$ cat config.mk
export PLATFORM = sky130hd
export DESIGN_NAME = rsa_key_sequencer
export DESIGN_NICKNAME = d
export VERILOG_FILES = /design/src/rtl/rsa_pkg.sv /design/src/rtl/rsa_rr_arb2.sv /design/src/rtl/rsa_key_sequencer.sv
export SDC_FILE = /design/constraint.sdc
export NUM_CORES = 1
export LEC_CHECK = 0
export BUFFER_PORTS_ARGS = -buffer_cell sky130_fd_sc_hd__buf_2
export CAP_MARGIN = 20
export CORE_AREA = 2 2 134 136
export DETAILED_ROUTE_END_ITERATION = 8
export DIE_AREA = 0 0 136 138
export GPL_ROUTABILITY_DRIVEN = 0
export PLACE_DENSITY = 0.88
export SLEW_MARGIN = 20
export SYNTH_ARGS = -nofsm -noshare
export SYNTH_HDL_FRONTEND = slang
export SYNTH_SLANG_ARGS = --single-unit
$ cat constraint.sdc
create_clock -name clk -period 8.2 [get_ports clk]
set_input_delay 0.82 -clock clk [delete_from_list [all_inputs] [get_ports clk]]
set_output_delay 0.82 -clock clk [all_outputs]
set_load 0.005 [all_outputs]
$ cat src/rtl/rsa_pkg.sv
// rtl/rsa_pkg.sv - shared types and constants for the RSA key sequencer (optional RSA_SEQ_TIMEOUT_EN watchdog lives in the top)
package rsa_pkg;

    localparam int KEY_W_DEF  = 8;
    localparam int DATA_W_DEF = 16;

    localparam logic PORT_ENC = 1'b0;
    localparam logic PORT_DEC = 1'b1;

    typedef enum logic [2:0] {
        ST_IDLE     = 3'd0,
        ST_KG_START = 3'd1,
        ST_KG_WAIT  = 3'd2,
        ST_READY    = 3'd3,
        ST_ME_START = 3'd4,
        ST_ME_WAIT  = 3'd5,
        ST_FAULT    = 3'd6
    } rsa_state_e;

    function automatic logic [1:0] port_onehot(input logic port);
        return port ? 2'b10 : 2'b01;
    endfunction

endpackage

$ cat src/rtl/rsa_rr_arb2.sv
// rtl/rsa_rr_arb2.sv - two-way round-robin arbiter; pointer advances only when a granted job completes
module rsa_rr_arb2
    import rsa_pkg::*;
(
    input  logic       clk,
    input  logic       reset,
    input  logic [1:0] req,
    input  logic       done,
    input  logic       done_port,
    output logic [1:0] grant,
    output logic       grant_port
);

    logic last;

    always_ff @(posedge clk) begin
        if (reset) begin
            last <= PORT_DEC;
        end else if (done) begin
            last <= done_port;
        end
    end

    // A lone request wins outright; contention goes to the port not served last.
    always_comb begin
        grant_port = (req == 2'b11) ? ~last : req[1];
        grant      = (req == 2'b00) ? 2'b00 : port_onehot(grant_port);
    end

endmodule

$ cat src/rtl/rsa_key_sequencer.sv
// rtl/rsa_key_sequencer.sv - keygen sequencing and shared modexp scheduling for encrypt/decrypt ports
// Optional watchdog on KG_WAIT/ME_WAIT enabled by defining RSA_SEQ_TIMEOUT_EN.
module rsa_key_sequencer
    import rsa_pkg::*;
#(
    parameter int KEY_W   = KEY_W_DEF,
    parameter int DATA_W  = DATA_W_DEF,
    parameter int TIMEOUT = 1023
) (
    input  logic                clk,
    input  logic                reset,
    input  logic                cfg_valid,
    output logic                cfg_ready,
    input  logic [KEY_W-1:0]    cfg_p,
    input  logic [KEY_W-1:0]    cfg_q,
    input  logic [KEY_W-1:0]    cfg_e,
    output logic                kg_start,
    output logic [KEY_W-1:0]    kg_p,
    output logic [KEY_W-1:0]    kg_q,
    output logic [KEY_W-1:0]    kg_e,
    input  logic [DATA_W-1:0]   kg_n,
    input  logic [DATA_W-1:0]   kg_d,
    input  logic                kg_finished,
    output logic                me_start,
    output logic [DATA_W-1:0]   me_base,
    output logic [DATA_W-1:0]   me_exp,
    output logic [DATA_W-1:0]   me_mod,
    input  logic                me_done,
    input  logic [DATA_W-1:0]   me_result,
    input  logic [1:0]          req_valid,
    input  logic [2*DATA_W-1:0] req_data,
    output logic [1:0]          req_ready,
    output logic [1:0]          rsp_valid,
    output logic [DATA_W-1:0]   rsp_data,
    output logic                key_valid,
    output logic                fault
);

    localparam logic [2:0] S_IDLE     = 3'(ST_IDLE);
    localparam logic [2:0] S_KG_START = 3'(ST_KG_START);
    localparam logic [2:0] S_KG_WAIT  = 3'(ST_KG_WAIT);
    localparam logic [2:0] S_READY    = 3'(ST_READY);
    localparam logic [2:0] S_ME_START = 3'(ST_ME_START);
    localparam logic [2:0] S_ME_WAIT  = 3'(ST_ME_WAIT);
    localparam logic [2:0] S_FAULT    = 3'(ST_FAULT);

    logic [2:0]        state;
    logic [DATA_W-1:0] phi;
    logic [DATA_W-1:0] n_key;
    logic [DATA_W-1:0] d_key;
    logic              cur_port;

    logic              cfg_fire;
    logic [DATA_W-1:0] p_minus1;
    logic [DATA_W-1:0] q_minus1;
    logic [DATA_W-1:0] cfg_phi;
    logic              cfg_bad;
    logic [DATA_W-1:0] d_norm;

    logic [1:0]        arb_req;
    logic [1:0]        arb_grant;
    logic              arb_port;
    logic              grant_fire;
    logic              job_done;
    logic [DATA_W-1:0] grant_word;
    logic              wd_expired;

    assign cfg_ready = (state == S_IDLE) || (state == S_READY) || (state == S_FAULT);
    assign kg_start  = (state == S_KG_START);
    assign me_start  = (state == S_ME_START);
    assign cfg_fire  = cfg_valid && cfg_ready;

    assign p_minus1 = DATA_W'(cfg_p) - DATA_W'(1);
    assign q_minus1 = DATA_W'(cfg_q) - DATA_W'(1);
    assign cfg_phi  = p_minus1 * q_minus1;
    assign cfg_bad  = (cfg_p < KEY_W'(2)) || (cfg_q < KEY_W'(2)) || (cfg_e < KEY_W'(2)) ||
                      (DATA_W'(cfg_e) >= cfg_phi);

    // Keygen returns the raw Euclid coefficient; one add of phi brings it into [0, phi).
    assign d_norm = kg_d[DATA_W-1] ? (kg_d + phi) : kg_d;

    // A config accepted in READY pre-empts any pending job request.
    assign arb_req    = ((state == S_READY) && !cfg_fire) ? req_valid : 2'b00;
    assign grant_fire = |arb_grant;
    assign req_ready  = arb_grant;
    assign job_done   = (state == S_ME_WAIT) && me_done;
    assign grant_word = arb_port ? req_data[2*DATA_W-1:DATA_W] : req_data[DATA_W-1:0];

    rsa_rr_arb2 u_arb (
        .clk        (clk),
        .reset      (reset),
        .req        (arb_req),
        .done       (job_done),
        .done_port  (cur_port),
        .grant      (arb_grant),
        .grant_port (arb_port)
    );

`ifdef RSA_SEQ_TIMEOUT_EN
    localparam int CNT_W = $clog2(TIMEOUT + 1);

    logic [CNT_W-1:0] wd_cnt;

    always_ff @(posedge clk) begin
        if (reset || ((state != S_KG_WAIT) && (state != S_ME_WAIT))) begin
            wd_cnt <= '0;
        end else begin
            wd_cnt <= wd_cnt + CNT_W'(1);
        end
    end

    assign wd_expired = (wd_cnt == CNT_W'(TIMEOUT - 1));
`else
    // Without the watchdog the wait states never give up.
    assign wd_expired = (TIMEOUT < 0);
`endif

    always_ff @(posedge clk) begin
        if (reset) begin
            state     <= S_IDLE;
            kg_p      <= '0;
            kg_q      <= '0;
            kg_e      <= '0;
            phi       <= '0;
            n_key     <= '0;
            d_key     <= '0;
            me_base   <= '0;
            me_exp    <= '0;
            me_mod    <= '0;
            cur_port  <= PORT_ENC;
            rsp_valid <= 2'b00;
            rsp_data  <= '0;
            key_valid <= 1'b0;
            fault     <= 1'b0;
        end else begin
            rsp_valid <= 2'b00;
            case (state)
                S_IDLE, S_READY, S_FAULT: begin
                    if (cfg_fire) begin
                        kg_p      <= cfg_p;
                        kg_q      <= cfg_q;
                        kg_e      <= cfg_e;
                        phi       <= cfg_phi;
                        key_valid <= 1'b0;
                        fault     <= cfg_bad;
                        state     <= cfg_bad ? S_FAULT : S_KG_START;
                    end else if (grant_fire) begin
                        me_base  <= grant_word;
                        me_exp   <= (arb_port == PORT_ENC) ? DATA_W'(kg_e) : d_key;
                        me_mod   <= n_key;
                        cur_port <= arb_port;
                        state    <= S_ME_START;
                    end
                end
                S_KG_START: begin
                    state <= S_KG_WAIT;
                end
                S_KG_WAIT: begin
                    if (kg_finished) begin
                        n_key     <= kg_n;
                        d_key     <= d_norm;
                        key_valid <= 1'b1;
                        state     <= S_READY;
                    end else if (wd_expired) begin
                        fault     <= 1'b1;
                        key_valid <= 1'b0;
                        state     <= S_FAULT;
                    end
                end
                S_ME_START: begin
                    state <= S_ME_WAIT;
                end
                S_ME_WAIT: begin
                    if (me_done) begin
                        rsp_valid <= port_onehot(cur_port);
                        rsp_data  <= me_result;
                        state     <= S_READY;
                    end else if (wd_expired) begin
                        fault     <= 1'b1;
                        key_valid <= 1'b0;
                        state     <= S_FAULT;
                    end
                end
                default: begin
                    state <= S_IDLE;
                end
            endcase
        end
    end

endmodule

==> reports/results.ini <==
[worst_setup_path]
critical_path.max_stage_delay_ns = 0.56
critPathSlowestCell = sky130_fd_sc_hd__or4_1
nature_of_the_critical_path_startpoint = input pin
worstSetupPathType = in -> reg
timing.critical_path.to_type = flop
critPathRequiredTime_ns = 8.56
critical_path_maximum_fanout = 13
worst_ep_arrival_time_ns = 7.51
crit_path_cell_trace = buf_2, or4_1, nor4_1, xor2_1, nand2b_1, fa_1, inv_1, fa_1, fa_1, fa_1, inv_1, fa_1, inv_1, ha_1, o21a_1, o31a_1, o31ai_1, a21boi_1, nor4_1, and2_0, a311o_1, o211a_1, a21oi_1
crit_path_frequent_cell = sky130_fd_sc_hd__fa_1

[cts]
worstSkewPairLatency_ns = 0.43
cts_max_path_buffers = 2
clock_sinks = 145
cts.repair.resized = 0
htree_levels = 4
cts_hold_repair.buffers = 0
cts_bufs_inserted = 17
clockRootBuffer = sky130_fd_sc_hd__clkbuf_16
cts_setup_buffers = 0
cts.clk_slew.worst_paths_ns = 0.08
cts_tree = done

[grt]
grt_first_pass_wirelength_um = 40000
globalRoute.totalOverflow = 0
first_global_vias = 8141
grt_max_degree = 92
antenna_found_initial = 0
globalRouteTotalUtil = 0.269

[power]
power_switching_share = 0.409
p_comb_frac = 0.448
irDropWorstVdd_mv = 0.173
clkPwrFrac = 0.266
total_switching_power_mw = 1.21
power.static_leakage_nw = 5.09
design_power_total_mw = 2.95
power.density_cell_area_nw_per_um2 = 266
sequentialPowerShare = 0.286
p_int_mw = 1.74

[finish]
area.growth.synth_to_final_pct = 19.0
nets = 1565
antenna_cells_inserted = 0
post_route_design_area_um2 = 11100
final_cell_utilization_of_the_core = 0.631
final_layout_size_suffix_gt1_frac = 0.196

[sta]
worst-slew-pin-transition_ns = 1.09
finalHoldViolCount = 0
setup_tns_ns = 0
grt_setup_unrepaired = no
finalCriticalPeriod_ns = 7.16
slew_viol_final = 0
timing.hold.ws_ns = 0.449
layout_worst_path_cycle_share = 0.873
setup_viol = 0
worst_slew_margin_rel = 0.270
fmax_mhz = 140
clock_skew_ns = 0.00951

[logic_synthesis]
post_synth.cell_area_avg_um2 = 8.02
synth_area_leader_cell = sky130_fd_sc_hd__dfxtp_1
synth.net_count = 1393
most_numerous_cell_in_the_yosys_netlist = sky130_fd_sc_hd__nand2_1
synth_top_cells_by_count = sky130_fd_sc_hd__nand2_1, sky130_fd_sc_hd__dfxtp_1, sky130_fd_sc_hd__nor2_1
syn_area_um2 = 9300
synthesis.yosys.warnings = 0
synth-async-reset-ratio = 0
ys_types = 57
synth_top_flop_cell = sky130_fd_sc_hd__dfxtp_1
ys_top_cells_by_area = sky130_fd_sc_hd__dfxtp_1, sky130_fd_sc_hd__fa_1, sky130_fd_sc_hd__nand2_1
synth.yosys.seq_area_share = 0.312
synth_seq_cells = 145
synthCells = 1160
post_synth_edffs = 0
netlist.area_leader.share = 0.312

[hold_path]
hold_class = reg -> reg

[drt]
drt_first_iter_violations = 584
drt_drc_violations_left = 0
post_drt_via_cell_ratio = 5.54
topmost_layer_with_routed_signal_wires = met4
post_drt_wl_per_cell_um = 16.2
via_count = 8716
routed_wl_um = 25500
wl_met2_um = 12300
postRouteAntennaNets = 0
wl_met1_um = 10100
met3RoutedLength_um = 2170
drt_pass1_iterations = 5

[floorplanning]
core_area_um2 = 17500
rows = 49
initial_utilization = 0.530
io-pin-count = 208
die_area_um2 = 18800
dieHeight_um = 138
die_width_um = 136

[placement]
number_of_buffers_added_on_ports = 207
hpwl_um = 19300
placed_area_um2 = 10500

[run]
max_cap_viol_count = 0

[run_status]
run_status = complete, no violations

==> worst paths after layout <==
path,startpoint,end,slack [ns],cells after the start
min,n_key[7]$_SDFFE_PP0P_,me_mod[7]$_SDFFE_PP0P_,0.45,2
min reg2reg,n_key[7]$_SDFFE_PP0P_,me_mod[7]$_SDFFE_PP0P_,0.45,2
max reg2reg,state[1]$_SDFFE_PP0P_,me_base[1]$_SDFFE_PP0P_,4.64,6
max,cfg_p[0],state[0]$_SDFFE_PP0P_,1.04,23
==> sequential cells by signal, indices dropped and copies added (netlist names), 16 cells and up <==
name and count:
d_key 16, rsp_data 16, me_exp 16, phi 16, n_key 16, me_base 16, me_mod 16
==> logic make-up after synthesis <==
group / count (synthesis) / share of synthesized area
compound gates: 219 / 0.148
xor+xnor: 43 / 0.0420
fa+ha+maj: 122 / 0.216
buf+inv: 163 / 0.0659
flops: 145 / 0.312
mux: 8 / 0.00861
simple gates: 460 / 0.208
==> area by class of cell <==
class / count / area [µm²]
fill: 1535 / 6470
multi-input combinational: 852 / 5790
sequential: 145 / 2900
timing repair buffer: 214 / 1090
clock buffer: 17 / 425
inverter: 102 / 383
tap: 229 / 287
clock inverter: 15 / 188
==> critical path, delay by kind of cell <==
kind,cells,cell delay (ns)
compound gates,7,1.62
buf+inv,4,0.34
fa+ha+maj,6,2.89
simple gates,5,1.37
xor+xnor,1,0.45
==> power by group through the flow <==
| stage | combinational, mW | clock (mW) | sequential, mW |
|---|---|---|---|
| floorplan | 0.983 | 0 | 0.829 |
| CTS | 1.32 | 0.792 | 0.840 |
| finish | 1.32 | 0.783 | 0.842 |
| global placement | 1.24 | 0 | 0.851 |
| global route | 1.50 | 0.824 | 0.851 |
| detailed placement | 1.31 | 0 | 0.856 |
==> per-layer routing <==
metal / global-route usage / vias to the layer above
met2: 0.457 / 381
met4: 0.122 / 0
met3: 0.0719 / 76
met5: 0 / -
met1: 0.316 / 4076
li1: - / 4183
==> through the flow <==
stage | worst slack (ns) | cells
finish | 1.04 | 1574
global route | 0.556 | 1574
CTS | 1.09 | 1574
detailed placement | 0.650 | 1542
global placement | 0.847 | 1542
floorplan | 1.12 | 1160
==> cells in the final DEF (no fill, tap or decap), types with 3 or more instances in the layout <==
cell	count
sky130_fd_sc_hd__dfxtp_1	145
sky130_fd_sc_hd__or2_1	4
sky130_fd_sc_hd__or2_2	10
sky130_fd_sc_hd__inv_1	98
sky130_fd_sc_hd__a311oi_1	25
sky130_fd_sc_hd__nor3_1	17
sky130_fd_sc_hd__buf_4	8
sky130_fd_sc_hd__mux2i_1	8
sky130_fd_sc_hd__clkbuf_16	17
sky130_fd_sc_hd__and2_1	5
sky130_fd_sc_hd__nand3_1	10
sky130_fd_sc_hd__xor2_1	15
sky130_fd_sc_hd__xnor2_1	27
sky130_fd_sc_hd__inv_8	5
sky130_fd_sc_hd__and3_1	6
sky130_fd_sc_hd__a21o_1	5
sky130_fd_sc_hd__nand2_1	241
sky130_fd_sc_hd__o21ai_1	5
sky130_fd_sc_hd__o21ai_0	11
sky130_fd_sc_hd__ha_1	58
sky130_fd_sc_hd__a21oi_1	111
sky130_fd_sc_hd__clkinv_8	5
sky130_fd_sc_hd__o211ai_1	3
sky130_fd_sc_hd__fa_1	64
sky130_fd_sc_hd__a22oi_1	8
sky130_fd_sc_hd__a31oi_1	4
sky130_fd_sc_hd__or3_1	8
sky130_fd_sc_hd__nor2b_1	3
sky130_fd_sc_hd__nand2b_1	12
sky130_fd_sc_hd__nor4_1	5
sky130_fd_sc_hd__buf_2	206
sky130_fd_sc_hd__inv_2	3
sky130_fd_sc_hd__o21a_1	3
sky130_fd_sc_hd__o21bai_1	4
sky130_fd_sc_hd__nor2_1	129
sky130_fd_sc_hd__a211oi_1	17
No activity file was read; power rests on OpenSTA's default activity.
